### src/rtl/pc_fetch_if.sv
// -----------------------------------------------------------------------------
// pc_fetch_if
//   Bundles the control strobes, branch/return targets, instruction-memory
//   bus and decoded-field outputs of the program-counter / fetch datapath.
//
//   master : the side that drives the strobes and instruction memory data
//            (PC control unit + memory), and observes PC/IR state.
//   slave  : the pc_fetch datapath itself.
//
//   Strobes      : pc_en, pc_load, pc_src[1:0], addr_src[1:0], byte_sel,
//                  if_en, instr_done
//   Targets      : rb_ex, rb_d, stack_data (8 bits each)
//   Memory bus   : imem_addr (to memory), imem_rdata (from memory, comb.)
//   State/fields : pc, ret_addr, ir, opcode, brx, rb_idx, imm, ir_valid,
//                  imm_valid, epc, retired
// -----------------------------------------------------------------------------
interface pc_fetch_if;
  // Control strobes from the PC control unit
  logic        pc_en;
  logic        pc_load;
  logic [1:0]  pc_src;
  logic [1:0]  addr_src;
  logic        byte_sel;
  logic        if_en;
  logic        instr_done;

  // Load targets
  logic [7:0]  rb_ex;
  logic [7:0]  rb_d;
  logic [7:0]  stack_data;

  // Instruction memory bus
  logic [7:0]  imem_addr;
  logic [7:0]  imem_rdata;

  // PC / instruction state and decoded fields
  logic [7:0]  pc;
  logic [7:0]  ret_addr;
  logic [7:0]  ir;
  logic [3:0]  opcode;
  logic [1:0]  brx;
  logic [1:0]  rb_idx;
  logic [7:0]  imm;
  logic        ir_valid;
  logic        imm_valid;
  logic [7:0]  epc;
  logic [15:0] retired;

  modport master (
    output pc_en, pc_load, pc_src, addr_src, byte_sel, if_en, instr_done,
    output rb_ex, rb_d, stack_data, imem_rdata,
    input  imem_addr, pc, ret_addr, ir, opcode, brx, rb_idx, imm,
    input  ir_valid, imm_valid, epc, retired
  );

  modport slave (
    input  pc_en, pc_load, pc_src, addr_src, byte_sel, if_en, instr_done,
    input  rb_ex, rb_d, stack_data, imem_rdata,
    output imem_addr, pc, ret_addr, ir, opcode, brx, rb_idx, imm,
    output ir_valid, imm_valid, epc, retired
  );
endinterface

### src/rtl/pc_fetch.sv
// -----------------------------------------------------------------------------
// pc_fetch
//   Program-counter and instruction-fetch datapath. Holds the 8-bit PC,
//   drives the instruction-memory address, captures the opcode byte (IR) and
//   the optional immediate/EA byte (IMM), records the PC at interrupt entry
//   (EPC) and counts retired instructions.
//
//   Parameters
//     RESET_VEC_ADDR : memory address holding the reset vector
//     INTR_VEC_ADDR  : memory address holding the interrupt vector
//
//   Ports
//     clk   : clock, rising edge
//     reset : synchronous, active-high; clears all state
//     bus   : pc_fetch_if.slave (strobes, targets, memory bus, outputs)
//
//   The memory address is chosen so that the byte fetched on an edge is the
//   byte at the address the PC holds after that edge; fetch latency is one
//   cycle and a load is followed by a non-incrementing fetch of the target.
// -----------------------------------------------------------------------------
module pc_fetch #(
  parameter logic [7:0] RESET_VEC_ADDR = 8'h00,
  parameter logic [7:0] INTR_VEC_ADDR  = 8'h01
) (
  input logic       clk,
  input logic       reset,
  pc_fetch_if.slave bus
);

  // pc_src encodings
  localparam logic [1:0] SRC_RB_EX  = 2'b00;
  localparam logic [1:0] SRC_VECTOR = 2'b01;
  localparam logic [1:0] SRC_RB_D   = 2'b10;
  localparam logic [1:0] SRC_STACK  = 2'b11;

  // addr_src encodings (2'b11 falls through to the PC-relative path)
  localparam logic [1:0] ADDR_RESET = 2'b01;
  localparam logic [1:0] ADDR_INTR  = 2'b10;

  localparam logic [15:0] RETIRED_MAX = 16'hFFFF;

  // State registers
  logic [7:0]  pc_q,        pc_d;
  logic [7:0]  ir_q,        ir_d;
  logic [7:0]  imm_q,       imm_d;
  logic        ir_valid_q,  ir_valid_d;
  logic        imm_valid_q, imm_valid_d;
  logic [7:0]  epc_q,       epc_d;
  logic [15:0] retired_q,   retired_d;

  // Datapath intermediates
  logic [7:0]  pc_inc_s;
  logic [7:0]  load_val_s;
  logic        pc_step_s;
  logic        pc_take_s;
  logic        vector_load_s;
  logic        ir_write_s;
  logic        imm_write_s;
  logic [7:0]  imem_addr_s;

  // Strobe decode and PC increment
  always_comb begin
    pc_inc_s      = pc_q + 8'd1;
    pc_take_s     = bus.pc_en & bus.pc_load;
    pc_step_s     = bus.pc_en & ~bus.pc_load;
    // A load without pc_en is ignored entirely, including its vector side effects.
    vector_load_s = pc_take_s & (bus.pc_src == SRC_VECTOR);
    ir_write_s    = bus.if_en & ~bus.byte_sel & ~bus.pc_load;
    imm_write_s   = bus.if_en & bus.byte_sel;
  end

  // PC load-source mux
  always_comb begin
    load_val_s = bus.rb_ex;
    case (bus.pc_src)
      SRC_RB_EX:  load_val_s = bus.rb_ex;
      SRC_VECTOR: load_val_s = bus.imem_rdata;
      SRC_RB_D:   load_val_s = bus.rb_d;
      SRC_STACK:  load_val_s = bus.stack_data;
      default:    load_val_s = bus.rb_ex;
    endcase
  end

  // Instruction memory address: vector slots, else the PC value after this edge
  always_comb begin
    imem_addr_s = pc_q;
    case (bus.addr_src)
      ADDR_RESET: imem_addr_s = RESET_VEC_ADDR;
      ADDR_INTR:  imem_addr_s = INTR_VEC_ADDR;
      default: begin
        if (pc_step_s) begin
          imem_addr_s = pc_inc_s;
        end else begin
          imem_addr_s = pc_q;
        end
      end
    endcase
  end

  // Next-state logic for PC
  always_comb begin
    pc_d = pc_q;
    if (pc_take_s) begin
      pc_d = load_val_s;
    end else if (pc_step_s) begin
      pc_d = pc_inc_s;
    end else begin
      pc_d = pc_q;
    end
  end

  // Next-state logic for IR, IMM, their valid flags and EPC
  always_comb begin
    ir_d        = ir_q;
    imm_d       = imm_q;
    ir_valid_d  = ir_valid_q;
    imm_valid_d = imm_valid_q;
    epc_d       = epc_q;

    // A new opcode byte invalidates any immediate left from the previous instruction.
    if (ir_write_s) begin
      ir_d        = bus.imem_rdata;
      ir_valid_d  = 1'b1;
      imm_valid_d = 1'b0;
    end else begin
      ir_d        = ir_q;
    end

    if (imm_write_s) begin
      imm_d       = bus.imem_rdata;
      imm_valid_d = 1'b1;
    end else begin
      imm_d       = imm_q;
    end

    // Vector entry abandons the current instruction; the flags clear last so
    // they win over a concurrent fetch strobe.
    if (vector_load_s) begin
      ir_valid_d  = 1'b0;
      imm_valid_d = 1'b0;
      if (bus.addr_src == ADDR_INTR) begin
        epc_d = pc_q;
      end else begin
        epc_d = epc_q;
      end
    end else begin
      epc_d = epc_q;
    end
  end

  // Next-state logic for the saturating retire counter
  always_comb begin
    retired_d = retired_q;
    if (bus.instr_done && (retired_q != RETIRED_MAX)) begin
      retired_d = retired_q + 16'd1;
    end else begin
      retired_d = retired_q;
    end
  end

  // State registers with synchronous reset
  always_ff @(posedge clk) begin
    if (reset) begin
      pc_q        <= 8'h00;
      ir_q        <= 8'h00;
      imm_q       <= 8'h00;
      ir_valid_q  <= 1'b0;
      imm_valid_q <= 1'b0;
      epc_q       <= 8'h00;
      retired_q   <= 16'h0000;
    end else begin
      pc_q        <= pc_d;
      ir_q        <= ir_d;
      imm_q       <= imm_d;
      ir_valid_q  <= ir_valid_d;
      imm_valid_q <= imm_valid_d;
      epc_q       <= epc_d;
      retired_q   <= retired_d;
    end
  end

  // Output drive: register contents plus combinational views of them
  always_comb begin
    bus.imem_addr = imem_addr_s;
    bus.pc        = pc_q;
    bus.ret_addr  = pc_inc_s;
    bus.ir        = ir_q;
    bus.opcode    = ir_q[7:4];
    bus.brx       = ir_q[3:2];
    bus.rb_idx    = ir_q[1:0];
    bus.imm       = imm_q;
    bus.ir_valid  = ir_valid_q;
    bus.imm_valid = imm_valid_q;
    bus.epc       = epc_q;
    bus.retired   = retired_q;
  end

endmodule

### src/flat_wrapper.sv
// flat-port wrapper written by rule: the top's interface ports become plain ports
module pc_fetch_flat 
#(
  parameter logic [7:0] RESET_VEC_ADDR = 8'h00,
  parameter logic [7:0] INTR_VEC_ADDR  = 8'h01
)
  (clk, reset, bus_pc_en, bus_pc_load, bus_pc_src, bus_addr_src, bus_byte_sel, bus_if_en, bus_instr_done, bus_rb_ex, bus_rb_d, bus_stack_data, bus_imem_rdata, bus_imem_addr, bus_pc, bus_ret_addr, bus_ir, bus_opcode, bus_brx, bus_rb_idx, bus_imm, bus_ir_valid, bus_imm_valid, bus_epc, bus_retired);
  pc_fetch_if bus_i ();
  input logic clk;
  input logic reset;
  input wire logic [$bits(bus_i.pc_en)-1:0] bus_pc_en;
  input wire logic [$bits(bus_i.pc_load)-1:0] bus_pc_load;
  input wire logic [$bits(bus_i.pc_src)-1:0] bus_pc_src;
  input wire logic [$bits(bus_i.addr_src)-1:0] bus_addr_src;
  input wire logic [$bits(bus_i.byte_sel)-1:0] bus_byte_sel;
  input wire logic [$bits(bus_i.if_en)-1:0] bus_if_en;
  input wire logic [$bits(bus_i.instr_done)-1:0] bus_instr_done;
  input wire logic [$bits(bus_i.rb_ex)-1:0] bus_rb_ex;
  input wire logic [$bits(bus_i.rb_d)-1:0] bus_rb_d;
  input wire logic [$bits(bus_i.stack_data)-1:0] bus_stack_data;
  input wire logic [$bits(bus_i.imem_rdata)-1:0] bus_imem_rdata;
  output wire logic [$bits(bus_i.imem_addr)-1:0] bus_imem_addr;
  output wire logic [$bits(bus_i.pc)-1:0] bus_pc;
  output wire logic [$bits(bus_i.ret_addr)-1:0] bus_ret_addr;
  output wire logic [$bits(bus_i.ir)-1:0] bus_ir;
  output wire logic [$bits(bus_i.opcode)-1:0] bus_opcode;
  output wire logic [$bits(bus_i.brx)-1:0] bus_brx;
  output wire logic [$bits(bus_i.rb_idx)-1:0] bus_rb_idx;
  output wire logic [$bits(bus_i.imm)-1:0] bus_imm;
  output wire logic [$bits(bus_i.ir_valid)-1:0] bus_ir_valid;
  output wire logic [$bits(bus_i.imm_valid)-1:0] bus_imm_valid;
  output wire logic [$bits(bus_i.epc)-1:0] bus_epc;
  output wire logic [$bits(bus_i.retired)-1:0] bus_retired;
  assign bus_i.pc_en = bus_pc_en;
  assign bus_i.pc_load = bus_pc_load;
  assign bus_i.pc_src = bus_pc_src;
  assign bus_i.addr_src = bus_addr_src;
  assign bus_i.byte_sel = bus_byte_sel;
  assign bus_i.if_en = bus_if_en;
  assign bus_i.instr_done = bus_instr_done;
  assign bus_i.rb_ex = bus_rb_ex;
  assign bus_i.rb_d = bus_rb_d;
  assign bus_i.stack_data = bus_stack_data;
  assign bus_i.imem_rdata = bus_imem_rdata;
  assign bus_imem_addr = bus_i.imem_addr;
  assign bus_pc = bus_i.pc;
  assign bus_ret_addr = bus_i.ret_addr;
  assign bus_ir = bus_i.ir;
  assign bus_opcode = bus_i.opcode;
  assign bus_brx = bus_i.brx;
  assign bus_rb_idx = bus_i.rb_idx;
  assign bus_imm = bus_i.imm;
  assign bus_ir_valid = bus_i.ir_valid;
  assign bus_imm_valid = bus_i.imm_valid;
  assign bus_epc = bus_i.epc;
  assign bus_retired = bus_i.retired;
  pc_fetch #(.RESET_VEC_ADDR(RESET_VEC_ADDR), .INTR_VEC_ADDR(INTR_VEC_ADDR)) u_core (.clk(clk), .reset(reset), .bus(bus_i));
endmodule
### config.mk
export PLATFORM = sky130hd
export DESIGN_NAME = pc_fetch_flat
export DESIGN_NICKNAME = d
export VERILOG_FILES = /design/src/rtl/pc_fetch_if.sv /design/src/rtl/pc_fetch.sv /design/src/flat_wrapper.sv
export SDC_FILE = /design/constraint.sdc
export NUM_CORES = 1
export LEC_CHECK = 0
export BUFFER_PORTS_ARGS = -buffer_cell sky130_fd_sc_hd__clkbuf_2
export CELL_PAD_IN_SITES_DETAIL_PLACEMENT = 0
export CELL_PAD_IN_SITES_GLOBAL_PLACEMENT = 1
export CORE_ASPECT_RATIO = 0.6
export CORE_MARGIN = 1.5
export CORE_UTILIZATION = 31
export CTS_BUF_LIST = sky130_fd_sc_hd__clkbuf_16
export DETAILED_ROUTE_END_ITERATION = 8
export PLACE_DENSITY_LB_ADDON = 0.1
export SYNTH_ARGS = -nofsm -noshare
export SYNTH_HDL_FRONTEND = slang
export SYNTH_SLANG_ARGS = --single-unit
export TNS_END_PERCENT = 30
### constraint.sdc
create_clock -name clk -period 1.6 [get_ports clk]
set_input_delay 0 -clock clk [delete_from_list [all_inputs] [get_ports clk]]
set_output_delay 0 -clock clk [all_outputs]
set_load 0.01 [all_outputs]
# Word level (Yosys, flattened, before mapping)
# Cells that the tools add are included.
# word_totals
regBits	50
inputBits	43
output_inout_bits	74
word_cells	34
# op_classes
n_addsub	2
eq_ne	6
n_mux	6
bitwise	8
reduce_logical	5
# ops
operator	count
8-bit one-hot mux with 4 select lines	1
16-bit by 1-bit adder with 16-bit output, second input constant	1
8-bit 2-to-1 mux	2
16-bit != test, second input constant	1
8-bit one-hot mux with 2 select lines	1
8-bit by 1-bit adder with 8-bit output, second input constant	1
1-bit AND	6
2-bit == test, second input constant	3
2-bit by 1-bit == test with 1-bit output, second input constant	2
2-bit zero test	1
1-bit 2-to-1 mux	2
1-bit NOT	2
2-bit AND reduction	1
2-bit nonzero test	1
2-bit OR reduction	1
1-bit logical AND	1

# Longest topological paths before layout
# Gate-level depths: netlist of the first run.
# depth
depth_word	5
ltp_mapped	6
depth_no_buf	5

# Worst setup path before layout of the first run
# OpenSTA, ideal clock, no wires.
# synth_path
kind	reg-to-reg
from	register u_core.retired_q[0], in the netlist u_core.bus.retired[0]
to	register u_core.retired_q[11], in the netlist u_core.bus.retired[11]
setup_time_ns	0.121
arrival_ns	1.531
t_required_ns	1.479
slack_ns	-0.051
path_stages_with_launch	6
n_path_buf	0
path_cell_list	dfxtp_1 ha_1 nand3_1 nor3_1 nor4_1 mux2_2
# synth_via
elab_chain_len	2
word_cells_on_any_way	3
cone_classes	1 x add/sub; 1 x eq/ne; 1 x reduce/logical
# synth_rtl
element	line	rtl
start: declaration	pc_fetch.sv:49	logic [15:0] retired_q, retired_d;
start signal: assignment	pc_fetch.sv:178	retired_q <= retired_d;
parallel branches: the longest is 2 deep, another holds 16-bit by 1-bit adder with 16-bit output	--	
# Several ways; the timed one is not identified.
# A chain may end at the register's enable or synchronous reset.

# Worst setup path after layout of the first run
# layout_path
from	register u_core.retired_q[0], in the netlist u_core.bus.retired[0]
to	register u_core.retired_q[6], in the netlist u_core.bus.retired[6]
# The elaborated chain is that of the path after synthesis.

==> results of run 1 <==
-- synth_stat cells, types with 2 or more instances --
cell type	count	share of area
nor2b_1	5	0.011
o32ai_1	3	0.0096
ha_1	3	0.014
a21oi_1	30	0.055
xor2_1	3	0.0096
nand3_1	28	0.051
nand2b_1	2	0.0046
mux2i_1	12	0.044
nand4_2	2	0.0091
and4b_1	2	0.0073
and4_1	2	0.0064
nor3_1	9	0.016
and3_1	3	0.0068
nor4_1	7	0.016
clkbuf_1	12	0.016
inv_1	9	0.012
buf_4	8	0.022
o21ai_0	13	0.024
mux4_2	8	0.066
a21boi_0	2	0.0055
dfxtp_1	50	0.36
or3_1	6	0.014
mux2_2	4	0.016
buf_1	3	0.0041
nor2_1	23	0.031
nand2_1	25	0.034
and2_1	4	0.0091
xnor2_1	9	0.029
a211oi_1	2	0.0055
nor3b_1	2	0.0055
buf_2	4	0.0073
o21a_1	3	0.0082
-- state kept, by name, summed over array words and instances, names as in the netlist --
name                  flops
u_core.bus.imm            8
u_core.bus.imm_valid      1
u_core.bus.retired       16
u_core.bus.pc             8
u_core.bus.epc            8
u_core.bus.ir             8
u_core.bus.ir_valid       1
-- final cells by class --
| class | count | area [sq um] |
|---|---|---|
| flip-flops and latches | 50 | 1030 |
| well taps | 112 | 140 |
| clock buffers | 5 | 125 |
| multi-input cells | 228 | 1700 |
| fillers | 836 | 4500 |
| clock inverters | 3 | 63.8 |
| repair buffers | 163 | 968 |
| inverters | 9 | 33.8 |
-- power by group through the flow --
stage	clock network, W	registers, W	logic (W)
final	0.00139	0.00132	0.000520
after global routing	0.00145	0.00133	0.000571
after CTS	0.00141	0.00132	0.000515
after detailed placement	0	0.00134	0.000497
after global placement	0	0.00134	0.000495
after floorplan	0	0.00136	0.000250
-- cell families after synthesis --
kind of cell | share of synthesized area
AND/OR/NAND/NOR | 0.257
AO/OA/AOI/OAI | 0.138
flip-flops | 0.365
buffers and inverters | 0.0620
multiplexers | 0.126
XOR/XNOR | 0.0383
adder cells (fa/ha/maj) | 0.0137
-- worst min-delay path by stage --
stage                       from                        endpoint  slack (ns)
5_1_grt        bus_imem_rdata[5]  u_core.bus.imm[5]$_SDFFE_PP0P_        0.01
6_report       bus_imem_rdata[5]  u_core.bus.imm[5]$_SDFFE_PP0P_        0.01
3_3_place_gp   bus_imem_rdata[7]  u_core.bus.imm[7]$_SDFFE_PP0P_        0.28
3_5_place_dp   bus_imem_rdata[3]  u_core.bus.imm[3]$_SDFFE_PP0P_        0.28
4_1_cts        bus_imem_rdata[5]  u_core.bus.imm[5]$_SDFFE_PP0P_       0.002
2_1_floorplan  bus_imem_rdata[0]   u_core.bus.ir[0]$_SDFFE_PP0P_        0.15
-- stage by stage --
step	worst slack [ns]	std cells	instance area [sq um]	util	total power, W
2_1_floorplan	-0.0184	314	2750	-	0.00161
3_3_place_gp	0.0132	553	3630	0.425	0.00184
3_5_place_dp	-0.0556	553	3630	0.425	0.00184
4_1_cts	-0.00720	569	3960	0.463	0.00324
5_1_grt	-0.0365	570	4060	0.475	0.00335
6_report	0.0275	570	4060	0.475	0.00323
-- routing by layer --
metal	share of wire	vias up
met3	0.059	5
met5	0	-
met4	0.0057	0
met2	0.40	86
li1	-	1421
met1	0.53	1337
-- worst max-delay path, cell delays in order, from the launching register on --
cell     delay [ns]
dfxtp_2        0.34
ha_4           0.17
nand3_4        0.10
buf_4          0.12
nor4_4         0.04
buf_4          0.16
or3_2          0.44
a21oi_1        0.14
-- what timing repair did --
item / CTS / global route
hold endpoints to repair: 10 / 0
gates resized for setup: 15 / 31
endpoints found under the setup margin: 10 / 20
setup buffers: 2 / 1
pin swaps: 3 / 6
hold buffers: 6 / 0
==> summary.md, run 1 <==
| Metric | Value |
|---|---|
| Reg2Reg Depth | 7 |
| Vias after detailed routing | 2849 |
| Fin crit share | 0.983 |
| CTS sink count | 50 |
| Worst Hold Class | input pin to flip-flop |
| FF-to-FF End | u_core.bus.retired[6]$_SDFFE_PP0P_ |
| Post-synth EDFFs | 0 |
| M2 GR Usage | 0.269 |
| Die ar. | 0.00944 sq mm |
| Initial antenna violation count | 0 |
| R2R Setup Slk | 0.03 ns |
| Nets | between 500 and 600 |
| Critical Path Sink Type | flip-flop |
| Root Driver | clkbuf_16 |
| Clk_skew | roughly 0.0048 ns |
| IO Pins | 117 |
| Final hold slack | 0.0114 ns |
| Vias per cell | 5.00 |
| Ant diodes | 0 |
| Sw Share | 0.251 |
| Commonest non-fill, non-tap cell in the layout | clkbuf_2 |
| Endpoints failing setup | 0 |
| Maximum VDD drop | 372 uV |
| Die W | 124 um |
| Max-slew violations | 0 |
| Syn_area_per_cell | 8.73 sq um |
| H-tree depth | 2 |
| Antenna-violating nets left | 0 |
| P&R area growth vs syn | 48.0% |
| Routed len/inst | 15.8 um |
| Syn Std Cell Area | 0.00274 sq mm |
| Relative slew slack | 0.760 |
| Unrepaired setup endpoints after global routing | true |
| HPWL Detailed | 6.74 mm |
| CP startpoint kind | flip-flop |
| First-pass GRT wire length | 14.1 mm |
| Clock share of power | 0.429 |
| Crit path launch | u_core.bus.retired[0]$_SDFFE_PP0P_ |
| Net Count, Synth | 360 |
| Gr ovfl total | 0 |
| Internal Power | approximately 0.0024 W |
| Layout cells sized above 1 | 0.469 |
| Critical Path AT | approximately 1.8 ns |
| Iter 0 DRT Violations | 151 |
| Initial core utilization | 0.321 |
| Final GP Congestion | ~0.79 |
| Most frequent cells in the layout | clkbuf_2, buf_4, dfxtp_1 |
| Vias in the first global route | 2544 |
| Post-synth ARST share | 0 |
| Final count of hold timing violations | 0 |
| TritonCTS clock tree | built |
| Crit path kind | flip-flop to flip-flop |
| CP max FO | 6 |
| Data required time at the worst endpoint | 1.83 ns |
| Detailed Routing Iterations Pass 1 | 4 |
| Register bit total from synthesis | 50 |
| Fmax | 636 MHz |
| Worst setup endpoint | u_core.bus.retired[6]$_SDFFE_PP0P_ |
| Worst-path clk slew | approximately 0.070 ns |
| Synth Instances | 314 |
| Pwr/cell area | 796 mW/mm^2 |
| YS warnings | 0 |
| IO Port Bufs | 116 |
| Hold depth | 3 |
| Total negative setup slack | 0 ns |
| Core ar. | between 0.008 and 0.009 sq mm |
| Post-synth cell types | 48 |
| Clock latency at the later pin of the worst-skew pair | 0.29 ns |
| Ys flop type | dfxtp_1 |
| GRT Max-Usage Layer | met1 |
| Pleak | 1.81 nW |
| Max Cap Viol | 0 |
| Min Tclk post-route | between 1.5 and 2 ns |
| Residual DRC | 0 |
| Status | finished, final reports clean |
| Met3 Use GR | 0.0499 |
| Die Y | between 70 and 80 um |
| Gate power share | 0.161 |
| Clock buffer depth | 2 |
| GRT met1 Usage | 0.290 |
| Largest net degree at the start of global routing | between 50 and 60 |
| Gr usage total | 0.191 |
| Psw | 0.000810 W |
| Num CTS Buffers | 5 |
| RR Startpoint | u_core.bus.retired[0]$_SDFFE_PP0P_ |
| DRT Wirelength | 9.02 mm |
| Worst-Margin Slew | 0.357 ns |
| Sequential share of power | 0.410 |
| FP Rows | 26 |
| Seq/Total Area, Yosys | 0.365 |
Power figures use the tool's default switching activity.
==> inputs of run 2 (changes only) <==
==> constraint.sdc (replaced) <==
create_clock -name clk -period 1.6 [get_ports clk]
set_input_delay 0.08 -clock clk [delete_from_list [all_inputs] [get_ports clk]]
set_output_delay 0.08 -clock clk [all_outputs]
set_load 0.01 [all_outputs]
==> run 2 against run 1 <==
  * The run now ends with negative setup slack left
  * Wire length grew 0.96%
  * Via count fell by 0.18%
  * Power fell by 10%
  * Sequential share of layout area grew 0.12 points
  * Final area is 1.4% lower
  * Sequential power is essentially flat
  * Die area is the same
  * First-iteration DRC count fell by 5.3%
  * Count of clock-buffer cells in the layout unchanged
  * Clock skew down 0.0026 ns
  * Largest cell class unchanged
  * Largest power group is now registers
  * Highest routed layer unchanged
==> summary.md, run 2 (synthesis gave the netlist of run 1 again) <==
| Metric | Value |
|---|---|
| Commonest non-fill, non-tap cell in the layout | clkbuf_2 (unchanged) |
| Detailed Routing Iterations Pass 1 | 4 (unchanged) |
| FILL cells | 866 (was 836) |
| Antenna-violating nets left | 0 (unchanged) |
| Critical Path AT | 1.54 ns (was 1.80 ns) |
| Vias after detailed routing | 2844 (was 2849) |
| Largest net degree at the start of global routing | 51 (unchanged) |
| R2R Setup Slk | 0.01 ns (was 0.03 ns) |
| Total negative setup slack | -0.0249 ns (was 0 ns) |
| Min Tclk post-route | 1.62 ns (was 1.57 ns) |
| Status | finished with violations (was finished, final reports clean) |
| DRT Wirelength | 9.10 mm (was 9.02 mm) |
| Worst Hold Class | input pin to flip-flop (unchanged) |
| Register area | 0.00102 sq mm (was 0.00103 sq mm) |
| Initial core utilization | 0.321 (unchanged) |
| Max FFs per register | 16 (unchanged) |
| Area of the multi-input gates | 0.00174 sq mm (was 0.00170 sq mm) |
| Num CTS Buffers | 5 (unchanged) |
| TritonCTS clock tree | built (unchanged) |
| Iter 0 DRT Violations | 143 (was 151) |
| Failing checks | negative setup slack |
| First-pass GRT wire length | 14.3 mm (was 14.1 mm) |
| CP max FO | 5 (was 6) |
| Critical Path Sink Type | primary output (was flip-flop) |
| Routed len/inst | 16.1 um (was 15.8 um) |
| Most frequent cells in the layout | clkbuf_2, dfxtp_1, buf_4 (was clkbuf_2, buf_4, dfxtp_1) |
| Final worst slack | -0.0205 ns (was 0.0275 ns) |
| IO Port Bufs | 116 (unchanged) |
| Clock latency at the later pin of the worst-skew pair | 0.29 ns (about the same) |
| Final GP Congestion | 0.768 (was 0.794) |
| Vias per cell | 5.02 (was 5.00) |
| Max Cap Viol | 0 (unchanged) |
| Clk_skew | 0.00224 ns (was 0.00483 ns) |
| Gr ovfl total | 0 (unchanged) |
| IO Pins | 117 (unchanged) |
| P&R area growth vs syn | 45.9% (was 48.0%) |
| Die W | 124 um (unchanged) |
| Die Y | 75.9 um (unchanged) |
| Clock buffer depth | 2 (unchanged) |
| CTS sink count | 50 (unchanged) |
| Max-slew violations | 0 (unchanged) |
| Inst Count DP | 554 (was 553) |
| FP Rows | 26 (unchanged) |
| HPWL Detailed | 6.92 mm (was 6.74 mm) |
| Post-route insts no fill | 566 (was 570) |
| Vias in the first global route | 2587 (was 2544) |
| Core ar. | 0.00856 sq mm (unchanged) |
| Fmax | 617 MHz (was 636 MHz) |
| Worst-Margin Slew | 0.357 ns (about the same) |
| Setup Slack @ Placement | -0.0405 ns (was -0.0556 ns) |
| Nets | 499 (was 503) |
| Crit path kind | flip-flop to primary output (was flip-flop to flip-flop) |
| Ant diodes | 0 (unchanged) |
| # hold bufs at CTS | 0 (was 6) |
| Final count of hold timing violations | 0 (unchanged) |
| Layout cells sized above 1 | 0.476 (was 0.469) |
| Pwr/cell area | 726 mW/mm^2 (was 796 mW/mm^2) |
| Relative slew slack | 0.759 (was 0.760) |
| Endpoints failing setup | 2 (was 0) |
| Maximum VDD drop | 386 uV (was 372 uV) |
| Die ar. | 0.00944 sq mm (unchanged) |
| Pleak | 1.79 nW (was 1.81 nW) |
| Initial antenna violation count | 0 (unchanged) |
| Unrepaired setup endpoints after global routing | true (unchanged) |
| Gr usage total | 0.194 (was 0.191) |
| Worst-path clk slew | 0.07 ns (about the same) |
| Fin crit share | 1.01 (was 0.983) |
| H-tree depth | 2 (unchanged) |
| Root Driver | clkbuf_16 (unchanged) |
| CP startpoint kind | flip-flop (unchanged) |
| Residual DRC | 0 (unchanged) |
| Data required time at the worst endpoint | 1.52 ns (was 1.83 ns) |
-- run 2: cell type report --
class / count / share of cell area
Sequential cell: 50 / 0.255
Timing Repair Buffer: 159 / 0.233
Multi-Input combinational cell: 228 / 0.434
Tap cell: 112 / 0.0350
Inverter: 9 / 0.00844
Clock inverter: 3 / 0.00406
Clock buffer: 5 / 0.0313
-- run 2: path summary, 6_finish.rpt --
kind,start,end,cells past startpoint
setup / recovery,u_core.bus.pc[1]$_SDFF_PP0_,bus_imem_addr[5],5
setup reg to reg,u_core.bus.retired[0]$_SDFFE_PP0P_,u_core.bus.retired[13]$_SDFFE_PP0P_,5
hold / removal,bus_imem_rdata[7],u_core.bus.imm[7]$_SDFFE_PP0P_,3
hold reg to reg,u_core.bus.epc[2]$_SDFFE_PP0P_,u_core.bus.epc[2]$_SDFFE_PP0P_,2
-- run 2: worst max-delay path, stage by stage (launching register included) --
cell	delay, ns
dfxtp_4	0.39
nand3_4	0.12
nor3_1	0.24
xnor2_1	0.21
and2_1	0.17
clkbuf_2	0.12
-- run 2: per-layer routing --
layer	vias to the layer above	track usage	wire, um
li1	1417	-	-
met1	1342	0.289	4760
met2	78	0.275	3660
met3	7	0.0583	632
met4	0	0.0383	46
met5	-	0	0
-- run 2: power breakdown --
group,total (W),leakage [nW],internal [W],switching (W)
clock network,0.00107,0.0672,0.000573,0.000496
logic,0.000517,1.32,0.000241,0.000276
registers,0.00132,0.411,0.00128,0.0000380
-- run 2: what timing repair did --
item / in CTS / in global routing
setup buffers: 3 / 1
gates resized for setup: 24 / 29
endpoints found under the setup margin: 13 / 23
pin swaps: 6 / 5
-- run 2: per-stage QoR --
step	power, W	hold WS [ns]	util	area [sq um]
3_3_place_gp	0.00184	0.361	0.426	3640
3_5_place_dp	0.00184	0.370	0.426	3640
6_report	0.00291	0.0526	0.468	4000
5_1_grt	0.00305	0.0581	0.468	4000
2_1_floorplan	0.00161	0.227	-	2750
4_1_cts	0.00295	0.0519	0.457	3910
